File: src/rtl/dmac_rr_arbiter.sv
// Round-robin arbiter merging per-channel valid/ready requests onto one port.
// Ports: clk, rst_n, src_valid_i/src_data_i/src_ready_o (per requester),
//   dst_valid_o/dst_data_o/dst_ready_i (merged), grant_o (one-hot grant),
//   src_last_i (only with DMAC_ARB_BURST_LOCK_EN: hold grant to last beat).
module dmac_rr_arbiter #(
  parameter int N_MASTER = 4,
  parameter int DATA_W   = 64
) (
  input  logic                       clk,
  input  logic                       rst_n,
`ifdef DMAC_ARB_BURST_LOCK_EN
  input  logic [N_MASTER-1:0]        src_last_i,
`endif
  input  logic [N_MASTER-1:0]        src_valid_i,
  input  logic [N_MASTER*DATA_W-1:0] src_data_i,
  output logic [N_MASTER-1:0]        src_ready_o,
  output logic                       dst_valid_o,
  output logic [DATA_W-1:0]          dst_data_o,
  input  logic                       dst_ready_i,
  output logic [N_MASTER-1:0]        grant_o
);

  localparam int PTR_W = $clog2(N_MASTER);

  typedef enum logic {
    IDLE,
    LOCK
  } state_t;

  state_t             state_r;
  logic [PTR_W-1:0]   grant_r;
  logic [PTR_W-1:0]   rr_ptr_r;
  logic               en_r;

  logic [PTR_W-1:0]   sel;
  logic [PTR_W-1:0]   cur;
  logic               any_v;
  logic               route;
  logic               hs;
  int                 idx;

  function automatic logic [PTR_W-1:0] ptr_inc(
    input logic [PTR_W-1:0] p
  );
    if (int'(p) == N_MASTER - 1)
      return '0;
    return p + PTR_W'(1);
  endfunction

  // Scan from the pointer downwards in priority so the
  // requester closest to rr_ptr_r is written last and wins.
  always_comb begin
    any_v = 1'b0;
    sel   = '0;
    idx   = 0;
    for (int i = N_MASTER - 1; i >= 0; i--) begin
      idx = int'(rr_ptr_r) + i;
      if (idx >= N_MASTER)
        idx = idx - N_MASTER;
      if (src_valid_i[PTR_W'(idx)]) begin
        any_v = 1'b1;
        sel   = PTR_W'(idx);
      end
    end
  end

  assign cur   = (state_r == LOCK) ? grant_r : sel;
  assign route = en_r & ((state_r == LOCK) | any_v);

  always_comb begin
    grant_o     = '0;
    src_ready_o = '0;
    dst_valid_o = 1'b0;
    dst_data_o  = '0;
    if (route) begin
      grant_o[cur]     = 1'b1;
      src_ready_o[cur] = dst_ready_i;
      dst_valid_o      = src_valid_i[cur];
      dst_data_o       = src_data_i[int'(cur)*DATA_W +: DATA_W];
    end
  end

  assign hs = dst_valid_o & dst_ready_i;

`ifdef DMAC_ARB_BURST_LOCK_EN
  logic cur_last;
  assign cur_last = src_last_i[cur];
`endif

  always_ff @(posedge clk or negedge rst_n) begin
    if (!rst_n) begin
      state_r  <= IDLE;
      grant_r  <= '0;
      rr_ptr_r <= '0;
      en_r     <= 1'b0;
    end else if (!en_r) begin
      en_r <= 1'b1;
    end else begin
      case (state_r)
        IDLE: begin
          if (any_v) begin
            if (!dst_ready_i) begin
              state_r <= LOCK;
              grant_r <= sel;
            end else begin
`ifdef DMAC_ARB_BURST_LOCK_EN
              if (cur_last) begin
                rr_ptr_r <= ptr_inc(sel);
              end else begin
                state_r <= LOCK;
                grant_r <= sel;
              end
`else
              rr_ptr_r <= ptr_inc(sel);
`endif
            end
          end
        end
        LOCK: begin
`ifdef DMAC_ARB_BURST_LOCK_EN
          if (hs && cur_last) begin
`else
          if (hs) begin
`endif
            state_r  <= IDLE;
            rr_ptr_r <= ptr_inc(grant_r);
          end
        end
        default: state_r <= IDLE;
      endcase
    end
  end

endmodule

File: config.mk
export PLATFORM = sky130hd
export DESIGN_NAME = dmac_rr_arbiter
export DESIGN_NICKNAME = d
export VERILOG_FILES = /design/src/rtl/dmac_rr_arbiter.sv
export SDC_FILE = /design/constraint.sdc
export NUM_CORES = 1
export LEC_CHECK = 0
export BUFFER_PORTS_ARGS = -buffer_cell sky130_fd_sc_hd__buf_2
export CAP_MARGIN = 0
export CORE_AREA = 2 2 131 133
export CTS_CLUSTER_DIAMETER = 60
export DETAILED_ROUTE_END_ITERATION = 8
export DIE_AREA = 0 0 133 135
export HOLD_SLACK_MARGIN = 0.12
export SYNTH_ARGS = -nofsm -noshare
export SYNTH_HDL_FRONTEND = slang
export SYNTH_SLANG_ARGS = --single-unit
File: constraint.sdc
create_clock -name clk -period 3.5 [get_ports clk]
set_clock_uncertainty 0.1 [all_clocks]
set_input_delay 0 -clock clk [delete_from_list [all_inputs] [get_ports clk]]
set_output_delay 0 -clock clk [all_outputs]
set_load 0.005 [all_outputs]
==> run summary <==
TritonCTS Buffers - 3
CP arrival - 2620 ps
status - completed
share of post-route cells with drive strength above 1 - 0.490
library cells used by synthesis - 41
Post-Syn Nets - 712
Slew @ Worst Pin - 744 ps
Crit Path Max Fanout - 56
TritonCTS clock tree - done
drt drc - 0
Req. time, crit path - 3400 ps
Synth Area per Inst - 6.27 sq um
dominant synthesized flop cell - dfrtp_1
synthesized cell area - 2810 sq um
RSZ-0062 raised after global routing - no
Area Overhead vs Synth - 65.5%
Hold Buf Count CTS - 3
clock net sink count - 6
GR peak layer - met2
MaxCap Viol Count - 0
largest net degree at the start of global routing - 111
CTS Root Cell - clkbuf_16
Max IR drop VDD - 0.000665 V
most frequent cells in the layout - buf_2 (335), nand3_1 (192), a31oi_1 (64), a32oi_1 (64), nor3_1 (8)
min Tclk post-route - 2720 ps
clk_lat worst skew - 230 ps
Routed Antenna Nets - 0
vias per inst - 5.19
R2R setup slack - 1790 ps
CP startpoint kind - flop
final setup vio count - 0
Core ar. - 16400 sq um
vias in the first global route - 4203
GPL Wtd Cong - 0.827
full die area - 18000 sq um
met2 usage - 0.249
Fillers - 1811
DRT Wirelength - 14.7 mm
GR Util met3 - 0.0259
I/O pin count - 336
FF-to-FF Start - state_r
CTS clock-pin slew for the worst setup and hold paths - 30 ps
Max Slew Vio Count - 0
r2r endpoint - rr_ptr_r[0]
vias post-DR - 4916
Setup TNS - 0 ps
dpl hpwl - 11.3 mm
post-CTS setup repair buffer count - 0
CTS max path bufs - 2
most common cell after layout, fill and taps aside - buf_2
Yosys warning count - 0
placed cell areas - 4540 sq um
Max Freq - 0.367 GHz
antenna violations before repair - 1
Slew HR - 0.504
register area share after synthesis - 0.0534
power density over the cells - 696 nW/um^2
# port buffers - 335
Setup crit end - dst_data_o[19]
Crit. End Element - output port
Layout Nets - 993
grt ovf - 0
die width - 133 um
number of synthesized flops with an enable pin - 0
Seq cells post-synth - 6
die height - 135 um
Total Routing Usage GR - 0.145
first-pass GRT wire length - 21.8 mm
Starting Density - 0.171
Detailed Routing Iterations Pass 1 - 5
Worst Setup Path Type - flop to output port
LEAKAGE - 2.08 nW
Post-synth ARST share - 1.00
Hold Fails Final Rpt - 0
FP Rows - 47
Reg2Reg Depth - 4
Final period util - 0.778
H-tree depth - 1
Finished Cell Area - 4650 sq um
Hold WC Path Type - input pin to flop
routed length per instance - 15.5 um
initial drt markers - 369
Gate Count Post-Synth - 448
Setup crit start - rr_ptr_r[1]
post-CTS resize count - 0
GR Layer Usage met1 - 0.191
-- how the worst min path moves through the flow --
stage	endpoint	cells after the start	from	slack [ps]
2_1_floorplan	en_r	0	rst_n	-400
5_1_grt	state_r	4	src_valid_i[0]	180
3_3_place_gp	grant_r[1]	1	rst_n	-270
6_report	state_r	4	src_valid_i[0]	150
3_5_place_dp	grant_r[1]	1	rst_n	-260
4_1_cts	state_r	4	src_valid_i[0]	150
-- registers in the layout, indices dropped and copies added (netlist names) --
register / cells
state_r: 1
rr_ptr_r: 2
en_r: 1
grant_r: 2
-- critical path, cell delays in order (launching register included) --
cell and delay (ps):
dfrtp_1 410, nand2_1 110, a311oi_2 420, o31a_2 540
buf_12 300, nand3_1 120, a32oi_1 270, buf_2 160
-- cells in the mapped netlist, types with 2 or more instances --
library cell / count / share of area
mux2_1: 2 / 0.0080
clkbuf_1: 29 / 0.039
nor3_1: 8 / 0.014
buf_1: 10 / 0.013
dfrtp_1: 6 / 0.053
a21o_1: 2 / 0.0053
nand3b_1: 2 / 0.0053
buf_4: 3 / 0.0080
a31oi_1: 64 / 0.14
nand2_1: 2 / 0.0027
o21a_1: 2 / 0.0053
a32oi_1: 64 / 0.20
nand3_1: 192 / 0.34
nor2_1: 6 / 0.0080
a21oi_1: 2 / 0.0036
and2_1: 2 / 0.0045
buf_2: 22 / 0.039
buf_6: 7 / 0.028
-- where the power goes --
group	leakage (nW)	total, mW	internal, mW	switching (mW)
registers	0.0678	0.141	0.0969	0.0444
logic	1.97	2.91	1.21	1.70
clock network	0.0370	0.189	0.147	0.0416
total	2.08	3.24	1.45	1.79
-- logic make-up after synthesis --
| family | count (synthesis) | synth area share |
|---|---|---|
| and+or+nand+nor | 217 | 0.390 |
| DFF | 6 | 0.0534 |
| muxes | 4 | 0.0196 |
| other | 1 | 0.00133 |
| buffers and inverters | 74 | 0.135 |
| xor gates and xnor gates | 1 | 0.00312 |
| AOI/OAI and AO/OA | 144 | 0.393 |
| adders and majority gates | 1 | 0.00445 |
-- metal layers --
metal / wire length, um / part of all wire
met5: 0 / 0
met4: 261 / 0.018
met3: 1230 / 0.084
met2: 7040 / 0.48
met1: 6130 / 0.42
-- layout make-up --
cell class / instances / area [sq um] / share of cell area
Inverter: 2 / 7.51 / 0.00161
Antenna cell: 1 / 2.50 / 0.000538
Clock buffer: 3 / 75.1 / 0.0161
Tap cell: 220 / 275 / 0.0592
Timing Repair Buffer: 348 / 1840 / 0.396
Multi-Input combinational cell: 368 / 2300 / 0.494
Sequential cell: 6 / 150 / 0.0323
-- metrics by stage --
| step | utilization | instances | power, mW | setup WS [ps] | hold slack [ps] |
|---|---|---|---|---|---|
| 2_1_floorplan | - | 448 | 2.06 | 1730 | -396 |
| 3_3_place_gp | 0.277 | 941 | 3.01 | 1120 | -267 |
| 3_5_place_dp | 0.277 | 941 | 3.02 | 1080 | -261 |
| 4_1_cts | 0.283 | 947 | 3.22 | 836 | 151 |
| 5_1_grt | 0.284 | 948 | 3.54 | 616 | 179 |
| 6_report | 0.284 | 948 | 3.24 | 778 | 152 |
(Power assumes the default switching activity.)
